File: src/rtl/alu_operand_stage.sv
// ID/EX pipeline register feeding the ALU: latches decoded operands/control,
// resolves EX/MEM and MEM/WB forwarding, and detects load-use hazards.
package alu_operand_pkg;
    typedef logic [31:0] word_t;

    typedef enum logic [3:0] {
        ALU_SLL  = 4'd0,
        ALU_SRL  = 4'd1,
        ALU_ADD  = 4'd2,
        ALU_SUB  = 4'd3,
        ALU_AND  = 4'd4,
        ALU_OR   = 4'd5,
        ALU_XOR  = 4'd6,
        ALU_NOR  = 4'd7,
        ALU_SLT  = 4'd8,
        ALU_SLTU = 4'd9
    } aluop_t;
endpackage

module alu_operand_stage
    import alu_operand_pkg::*;
#(
    parameter int WORD_W = 32,
    parameter int REG_W  = 5
) (
    input  logic              CLK,
    input  logic              nRST,
    input  logic              en,
    input  logic              flush,
    input  logic              id_valid,
    input  aluop_t            id_aluop,
    input  logic [REG_W-1:0]  id_rs,
    input  logic [REG_W-1:0]  id_rt,
    input  logic              id_rt_used,
    input  logic [WORD_W-1:0] id_rdat1,
    input  logic [WORD_W-1:0] id_rdat2,
    input  logic [WORD_W-1:0] id_imm,
    input  logic              id_alusrc,
    input  logic              id_dmemren,
    input  logic              id_dmemwen,
    input  logic              id_regwen,
    input  logic [REG_W-1:0]  id_wsel,
    input  logic              mem_regwen,
    input  logic [REG_W-1:0]  mem_wsel,
    input  logic [WORD_W-1:0] mem_result,
    input  logic              wb_regwen,
    input  logic [REG_W-1:0]  wb_wsel,
    input  logic [WORD_W-1:0] wb_result,
    output logic [WORD_W-1:0] portA,
    output logic [WORD_W-1:0] portB,
    output aluop_t            ALUOP,
    output logic              ex_valid,
    output logic              ex_dmemren,
    output logic              ex_dmemwen,
    output logic              ex_regwen,
    output logic [REG_W-1:0]  ex_wsel,
    output logic [WORD_W-1:0] ex_storedata,
    output logic              stall
);

    logic              ex_valid_reg;
    aluop_t            ex_aluop_reg;
    logic [REG_W-1:0]  ex_rs_reg;
    logic [REG_W-1:0]  ex_rt_reg;
    logic [WORD_W-1:0] ex_rdat1_reg;
    logic [WORD_W-1:0] ex_rdat2_reg;
    logic [WORD_W-1:0] ex_imm_reg;
    logic              ex_alusrc_reg;
    logic              ex_dmemren_reg;
    logic              ex_dmemwen_reg;
    logic              ex_regwen_reg;
    logic [REG_W-1:0]  ex_wsel_reg;

    // A load in EX cannot forward its data until MEM, so a dependent ID
    // instruction must wait one cycle.
    assign stall = ex_valid_reg && ex_dmemren_reg && ex_regwen_reg
                && (ex_wsel_reg != '0) && id_valid
                && ((ex_wsel_reg == id_rs) || (id_rt_used && (ex_wsel_reg == id_rt)));

    always_ff @(posedge CLK or negedge nRST) begin
        if (!nRST) begin
            ex_valid_reg   <= 1'b0;
            ex_aluop_reg   <= ALU_SLL;
            ex_rs_reg      <= '0;
            ex_rt_reg      <= '0;
            ex_rdat1_reg   <= '0;
            ex_rdat2_reg   <= '0;
            ex_imm_reg     <= '0;
            ex_alusrc_reg  <= 1'b0;
            ex_dmemren_reg <= 1'b0;
            ex_dmemwen_reg <= 1'b0;
            ex_regwen_reg  <= 1'b0;
            ex_wsel_reg    <= '0;
        end else if (flush || (en && stall)) begin
            // Squash and bubble share the same effect on EX control.
            ex_valid_reg   <= 1'b0;
            ex_dmemren_reg <= 1'b0;
            ex_dmemwen_reg <= 1'b0;
            ex_regwen_reg  <= 1'b0;
        end else if (en) begin
            ex_valid_reg   <= id_valid;
            ex_aluop_reg   <= id_aluop;
            ex_rs_reg      <= id_rs;
            ex_rt_reg      <= id_rt;
            ex_rdat1_reg   <= id_rdat1;
            ex_rdat2_reg   <= id_rdat2;
            ex_imm_reg     <= id_imm;
            ex_alusrc_reg  <= id_alusrc;
            ex_dmemren_reg <= id_valid && id_dmemren;
            ex_dmemwen_reg <= id_valid && id_dmemwen;
            ex_regwen_reg  <= id_valid && id_regwen;
            ex_wsel_reg    <= id_wsel;
        end
    end

    logic [REG_W-1:0]  fwd_idx  [2];
    logic [WORD_W-1:0] fwd_base [2];
    logic [WORD_W-1:0] fwd_val  [2];

    assign fwd_idx[0]  = ex_rs_reg;
    assign fwd_idx[1]  = ex_rt_reg;
    assign fwd_base[0] = ex_rdat1_reg;
    assign fwd_base[1] = ex_rdat2_reg;

    genvar gi;
    generate
        for (gi = 0; gi < 2; gi++) begin : g_fwd
            logic mem_hit;
            logic wb_hit;
            assign mem_hit = mem_regwen && (mem_wsel != '0) && (mem_wsel == fwd_idx[gi]);
            assign wb_hit  = wb_regwen && (wb_wsel != '0) && (wb_wsel == fwd_idx[gi]);
            // The younger producer in MEM overrides the older one in WB.
            assign fwd_val[gi] = mem_hit ? mem_result :
                                 wb_hit  ? wb_result  : fwd_base[gi];
        end
    endgenerate

    assign portA        = fwd_val[0];
    assign portB        = ex_alusrc_reg ? ex_imm_reg : fwd_val[1];
    assign ex_storedata = fwd_val[1];
    assign ALUOP        = ex_aluop_reg;
    assign ex_valid     = ex_valid_reg;
    assign ex_dmemren   = ex_dmemren_reg;
    assign ex_dmemwen   = ex_dmemwen_reg;
    assign ex_regwen    = ex_regwen_reg;
    assign ex_wsel      = ex_wsel_reg;

endmodule

File: config.mk
export PLATFORM = sky130hd
export DESIGN_NAME = alu_operand_stage
export DESIGN_NICKNAME = d
export VERILOG_FILES = /design/src/rtl/alu_operand_stage.sv
export SDC_FILE = /design/constraint.sdc
export NUM_CORES = 1
export LEC_CHECK = 0
export ABC_CLOCK_PERIOD_IN_PS = 3360
export CORE_AREA = 5 5 137 139
export DETAILED_ROUTE_END_ITERATION = 7
export DIE_AREA = 0 0 142 144
export PLACE_DENSITY = 0.84
export RECOVER_POWER = 25
export SYNTH_ARGS = -nofsm -noshare
export SYNTH_HDL_FRONTEND = slang
export SYNTH_SLANG_ARGS = --single-unit
export TNS_END_PERCENT = 30
File: constraint.sdc
create_clock -name CLK -period 3.36 [get_ports CLK]
set_input_delay 0.672 -clock CLK [delete_from_list [all_inputs] [get_ports CLK]]
set_output_delay 0.672 -clock CLK [all_outputs]
set_load 0.005 [all_outputs]
==> results.sh, run 1 <==
export IMPL_clock_path_buffers=2
export IMPL_synth_top_area_share_pct=41.2
export IMPL_grt_pass1_vias=8198
export IMPL_ant_nets=0
export IMPL_r2r_setup_slack_ns=1.17
export IMPL_viasPerCell=5.80
export IMPL_layout_drive_gt1_share_pct=39.5
export IMPL_violations="setup timing"
export IMPL_area_growth_pct=80.2
export IMPL_cts_tree="yes"
export IMPL_synthCells=687
export IMPL_max_stage_delay_ns=0.59
export IMPL_r2r_end="ex_rdat2_reg[18]"
export IMPL_period_share_pct=103
export IMPL_synth_top_family_by_area="multiplexers"
export IMPL_hp_class="flip-flop to flip-flop"
export IMPL_drv_slew=0
export IMPL_tns_ns=-0.462
export IMPL_drc_errors=0
export IMPL_critical_path_cell_chain="xor2_1 -> or4b_4 -> buf_12 -> buf_8 -> buf_6 -> o31ai_4 -> a31oi_4 -> mux2_4 -> buf_6"
export IMPL_reg2reg_from="ex_wsel[4]"
export IMPL_synth_yosys_seq_area_share_pct=41.2
export IMPL_setup_worst_path_end_class="primary output"
export IMPL_setup_ws_ns=-0.0895
export IMPL_period_minus_slack_ns=3.45
export IMPL_worstSkewPairLatency_ns=0.43
export IMPL_synthesis_area_sq_mm=0.00730
export IMPL_critPathLaunch="ex_rt_reg[4]"
export IMPL_die_area_sq_mm=0.0204
export IMPL_synth_compound_area_share_pct=11.2
export IMPL_place_hpwl_mm=20.1
export IMPL_crit_slowest_cell="or4b_4"
export IMPL_synth_edf_count=0
export IMPL_tightest_slew_ns=1.47
export IMPL_drt_iter0_drc=559
export IMPL_powerDensity_mw_per_mm2=470
export IMPL_setup_viol=8
export IMPL_timing_critical_path_mode_cell="buf_6"
export IMPL_crit_type="flip-flop to primary output"
export IMPL_synthArstFlopShare_pct=100
export IMPL_dr_pass1_iters=5
export IMPL_wirelength_mm=31.9
export IMPL_grt_usage_pct=30.6
export IMPL_core_area_sq_mm=0.0175
export IMPL_synthTopCellsByArea="dfrtp_1 41%, mux2_2 19%, o31ai_2 4.8%"
export IMPL_endpoint="portB[31]"
export IMPL_arrival_ns=2.78
export IMPL_grt_pass1_wl_mm=47.8
export IMPL_clkSinkCount=120
export IMPL_gp_congestion=0.867
export IMPL_ir_worst_vdd_uv=403
export IMPL_post_synth_top_count_cell="mux2_2"
export IMPL_antenna_found_initial=2
export IMPL_yosys_area_share_xor_xnor_pct=3.60
export IMPL_synthAdderAreaFrac_pct=0
export IMPL_cp_data_required_time_ns=2.69
export IMPL_synth_simple_gate_area_share_pct=12.9
export IMPL_synth_seq_cells=120
export IMPL_nets=1275
export IMPL_final_hold_viol_count=0
export IMPL_ys_types=36
export IMPL_clockRootBuffer="clkbuf_16"
export IMPL_cts_clk_slew_worst_paths_ns=0.06
export IMPL_whs_ns=0.487
export IMPL_critPathMaxFanout=6
export IMPL_grt_max_degree=103
export IMPL_reg2regPathDepth=6
export IMPL_numCtsBuffers=17
export IMPL_route_vias_total=7633
export IMPL_relSlewSlack_pct=1.97
export IMPL_startpoint_type="flip-flop"
export IMPL_max_cap_violations=0
export IMPL_synth_fp_nets=888
export IMPL_muxShareOfSynthArea_pct=26.9
export IMPL_cts_max_level=4
export IMPL_wl_per_cell_um=24.2
export IMPL_grt_overflow_total=0
export IMPL_start_util_pct=41.6
export IMPL_yosysTopAreaCell="dfrtp_1"
export IMPL_cts_hold_buf=0
export IMPL_rows=49
export IMPL_p_leak_nw=5.25
export IMPL_die_x_um=142
export IMPL_synth_common_cells="126 x mux2_2, 120 x dfrtp_1, 41 x nor2_1"
export IMPL_rsz0062_at_grt="yes"
export IMPL_clock_fmax_mhz=290
export IMPL_die_y_um=144
export IMPL_yosys_warnings=0
export IMPL_outcome="finished with violations"
export IMPL_syn_area_per_cell_sq_um=10.6
export IMPL_final_setup_skew_ns=0.00676
export IMPL_io_pins=311
export IMPL_port_buffers=310
export IMPL_synthFlopType="dfrtp_1"
[worst min-delay path by stage]
stage | start | endpoint | slack, ns | cells past startpoint
after floorplan | nRST | ALUOP[0] | 0.38 | 0
after global placement | ex_imm_reg[31] | ex_imm_reg[31] | 0.47 | 1
after detailed placement | ex_imm_reg[31] | ex_imm_reg[31] | 0.47 | 1
after CTS | nRST | ex_wsel[0] | 0.22 | 1
after global routing | ex_rdat1_reg[31] | ex_rdat1_reg[31] | 0.50 | 1
final | ex_rdat1_reg[31] | ex_rdat1_reg[31] | 0.49 | 1
[power breakdown]
part / internal, mW / leakage (nW) / total, mW / switching (mW)
Combinational: 1.36 / 3.54 / 2.32 / 0.953
Clock: 1.29 / 0.298 / 1.99 / 0.697
Sequential: 1.66 / 1.41 / 1.87 / 0.218
Total: 4.31 / 5.25 / 6.18 / 1.87
[routing by layer]
metal | vias up | wire length [um] | GRT usage, % | share of wire (%)
met5 | - | 0 | 0 | 0
met4 | 0 | 1390 | 14.9 | 4.4
met3 | 98 | 2470 | 7.47 | 7.7
met2 | 415 | 15700 | 49.8 | 49
met1 | 3781 | 12300 | 38.3 | 39
li1 | 3339 | - | - | -
[final cells by class]
| class | instances | area, sq um |
|---|---|---|
| Clock inverter | 8 | 145 |
| Timing Repair Buffer | 435 | 4440 |
| Multi-Input combinational cell | 500 | 4780 |
| Fill cell | 1129 | 4390 |
| Clock buffer | 22 | 474 |
| Sequential cell | 120 | 3000 |
| Tap cell | 229 | 287 |
| Antenna cell | 3 | 7.51 |
[stage by stage]
| stage | cells | setup slack (ns) | area [sq um] | util (%) | total power, mW |
|---|---|---|---|---|---|
| 3_5_place_dp | 1238 | -0.866 | 11300 | 64.7 | 3.88 |
| 6_report | 1317 | -0.0895 | 13100 | 75.0 | 6.18 |
| 3_3_place_gp | 1238 | -0.878 | 11300 | 64.7 | 3.83 |
| 2_1_floorplan | 687 | 0.468 | 7300 | - | 2.62 |
| 4_1_cts | 1312 | -0.132 | 13100 | 74.5 | 6.10 |
| 5_1_grt | 1316 | -0.155 | 13100 | 75.0 | 6.41 |
[kinds of logic after synthesis]
group / Yosys count
simple gates: 187
compound gates: 105
buf+inv: 67
mux: 178
flops: 120
xor+xnor: 30
[critical path: cells and delay by family, from the launching register on]
kind	cells	cell delay, ns
simple gates	1	0.59
buf+inv	4	0.53
flops	1	0.40
compound gates	2	0.37
mux	1	0.29
xor+xnor	1	0.18
[what timing repair did]
item                                   4_1_cts  5_1_grt
endpoints found under the hold margin        0        0
setup buffers                               37        3
cloned                                       8        0
pin swaps                                   49       30
resized for setup                          386       31
setup endpoints to repair                   96       75
[layout by cell type (no fill, tap or decap), types with 22 or more instances in the layout]
cell / count
buf_6: 33
mux2i_1: 31
nand2_1: 35
nor2_1: 39
mux2_2: 104
dfrtp_1: 119
clkdlybuf4s50_1: 201
nor4_1: 29
o31ai_4: 25
dlygate4sd2_1: 44
nand3_1: 32
buf_12: 29
buf_4: 87
nor3_1: 27
mux2_4: 22
a21oi_1: 32
Power figures use the tool's default switching activity.
==> inputs of run 2 (changes only) <==
==> constraint.sdc (replaced) <==
create_clock -name CLK -period 3.36 [get_ports CLK]
set_input_delay 0.504 -clock CLK [delete_from_list [all_inputs] [get_ports CLK]]
set_output_delay 0.504 -clock CLK [all_outputs]
set_load 0.005 [all_outputs]
==> run 2 against run 1 <==
Compared with the run above:
- the run ends with capacitance limit, slew limit, setup timing left
- global-route usage down 3.3 points
- sequential share of layout area up 1.7 points
- register-to-register slack improved by 0.12 ns
- clock-buffer cell count fell by 1
- final cell count shrank 2.2%
- flip-flop and latch count is the same
- design area shrank 6.9%
- worst hold slack better by 0.0043 ns
- wire length fell by 8.7%
- worst setup slack lost 0.013 ns
- critical path depth shrank 1
- critical path type unchanged
==> results.sh, run 2 (synthesis gave the netlist of run 1 again) <==
export IMPL_outcome="finished with violations"
export IMPL_violations="capacitance limit, slew limit, setup timing"
export IMPL_crit_type="flip-flop to primary output"
export IMPL_setup_ws_ns=-0.102
export IMPL_clkSinkCount=120
export IMPL_pwr_share_comb_pct=34.6
export IMPL_layout_commonest_cell="clkdlybuf4s50_1"
export IMPL_drt_iter0_drc=627
export IMPL_pwr_share_seq_pct=31.6
export IMPL_cp_data_required_time_ns=2.86
export IMPL_grt_pass1_wl_mm=43.5
export IMPL_wirelength_mm=29.1
export IMPL_max_cap_violations=1
export IMPL_start_util_pct=41.6
export IMPL_gp_congestion=0.877
export IMPL_met2_usage_pct=44.9
export IMPL_layout_drive_gt1_share_pct=30.0
export IMPL_relSlewSlack_pct=-71.2
export IMPL_nets=1246
export IMPL_rows=49
export IMPL_hp_class="flip-flop to flip-flop"
export IMPL_cts_max_level=4
export IMPL_p_int_mw=4.13
export IMPL_rsz0062_at_grt="yes"
export IMPL_period_share_pct=103
export IMPL_route_vias_total=7408
export IMPL_place_hpwl_mm=20.3
export IMPL_powerDensity_mw_per_mm2=479
export IMPL_max_stage_delay_ns=0.64
export IMPL_gr_usage_met1_pct=34.4
export IMPL_drv_slew=52
export IMPL_path_delay_family="buffers and inverters"
export IMPL_period_minus_slack_ns=3.46
export IMPL_grt_max_degree=79
export IMPL_port_buffers=310
export IMPL_layout_common_cells="243 x clkdlybuf4s50_1, 125 x mux2_2, 118 x dfrtp_1, 72 x buf_4, 51 x dlygate4sd2_1"
export IMPL_io_pins=311
export IMPL_tightest_slew_ns=2.57
export IMPL_viasPerCell=5.75
export IMPL_critPathMaxFanout=8
export IMPL_critical_path_cell_chain="xor2_4 -> or4b_4 -> buf_6 -> clkbuf_16 -> o31ai_2 -> a31oi_1 -> buf_4 -> clkdlybuf4s50_1"
export IMPL_final_setup_skew_ns=0.00945
export IMPL_clock_path_buffers=2
export IMPL_final_hold_viol_count=0
export IMPL_crit_buf_inv=4
export IMPL_clock_fmax_mhz=289
export IMPL_cts_clk_slew_worst_paths_ns=0.06
export IMPL_die_y_um=144
export IMPL_dr_pass1_iters=5
export IMPL_grt_usage_pct=27.3
export IMPL_startpoint_type="flip-flop"
export IMPL_grt_pass1_vias=7784
export IMPL_final_core_util_pct=69.8
export IMPL_use_met3_pct=6.48
export IMPL_ant_nets=0
export IMPL_worstSkewPairLatency_ns=0.41
export IMPL_drc_errors=0
export IMPL_core_area_sq_mm=0.0175
export IMPL_clockRootBuffer="clkbuf_16"
export IMPL_whs_ns=0.491
export IMPL_antenna_found_initial=2
export IMPL_cts_tree="yes"
export IMPL_arrival_ns=2.96
export IMPL_numCtsBuffers=17
export IMPL_die_area_sq_mm=0.0204
export IMPL_setup_worst_path_end_class="primary output"
export IMPL_ir_worst_vdd_uv=358
export IMPL_cts_hold_buf=0
export IMPL_clkPwrFrac_pct=33.7
export IMPL_setup_viol=14
export IMPL_crit_slowest_cell="or4b_4"
export IMPL_p_sw_share_pct=29.5
export IMPL_p_leak_nw=4.86
export IMPL_wl_per_cell_um=22.6
export IMPL_die_x_um=142
export IMPL_grt_busiest_layer="met2"
export IMPL_area_growth_pct=67.7
export IMPL_grt_overflow_total=0
export IMPL_p_switching_mw=1.73
-- run 2: path summary, 6_finish.rpt --
path                            startpoint                to  cells after the start  slack (ns)
min                        ex_rdat1_reg[4]   ex_rdat1_reg[4]                      1        0.49
min in group asynchronous             nRST        ex_dmemwen                      1        1.02
max                           ex_rt_reg[0]   ex_storedata[5]                      8       -0.10
max reg2reg                     ex_wsel[0]  ex_rdat2_reg[18]                      6        1.29
max in group asynchronous             nRST     ex_alusrc_reg                      1        0.64
min reg2reg                ex_rdat1_reg[4]   ex_rdat1_reg[4]                      1        0.49
-- run 2: repair_timing --
action / 4_1_cts / 5_1_grt
setup endpoints to repair: 96 / 52
pin swaps: 25 / 7
resized for setup: 79 / 33
buffers inserted: 9 / 10
cloned: 0 / 3
-- run 2: final cells by class --
cell class | instances | area [sq um]
clock buffers | 21 | 460
well taps | 229 | 287
multi-input cells | 500 | 4240
clock inverters | 10 | 169
diodes | 2 | 5.00
fillers | 1310 | 5300
repair buffers | 406 | 4070
flip-flops and latches | 120 | 3010
-- run 2: per-stage QoR --
step / setup TNS [ns] / total power [mW] / cells / worst slack, ns / area [sq um]
final: -0.579 / 5.86 / 1288 / -0.102 / 12200
after global routing: -2.58 / 6.10 / 1287 / -0.162 / 12200
after CTS: -0.607 / 5.82 / 1273 / -0.122 / 12000
after detailed placement: -26.21 / 3.86 / 1233 / -0.545 / 11200
after global placement: -24.10 / 3.80 / 1233 / -0.515 / 11200
after floorplan: 0 / 2.62 / 687 / 0.804 / 7300
-- run 2: power by group through the flow --
stage          logic, mW  clock network [mW]  registers (mW)
2_1_floorplan      0.843                   0            1.78
3_3_place_gp        1.95                   0            1.85
3_5_place_dp        1.99                   0            1.86
4_1_cts             1.96                2.01            1.85
5_1_grt             2.15                2.07            1.88
6_report            2.03                1.98            1.85
-- run 2: worst reg2reg max path, cell delays in order (launching register included) --
cell     delay [ns]
dfrtp_1        0.45
xnor2_1        0.17
nand3_1        0.10
o22ai_1        0.14
a21oi_4        0.22
buf_12         0.39
mux2_2         0.48
-- run 2: routing by layer --
| metal | routed length, um | share of wire (%) |
|---|---|---|
| met1 | 11500 | 39 |
| met2 | 14400 | 50 |
| met3 | 2350 | 8.1 |
| met4 | 838 | 2.9 |
| met5 | 13 | 0.045 |
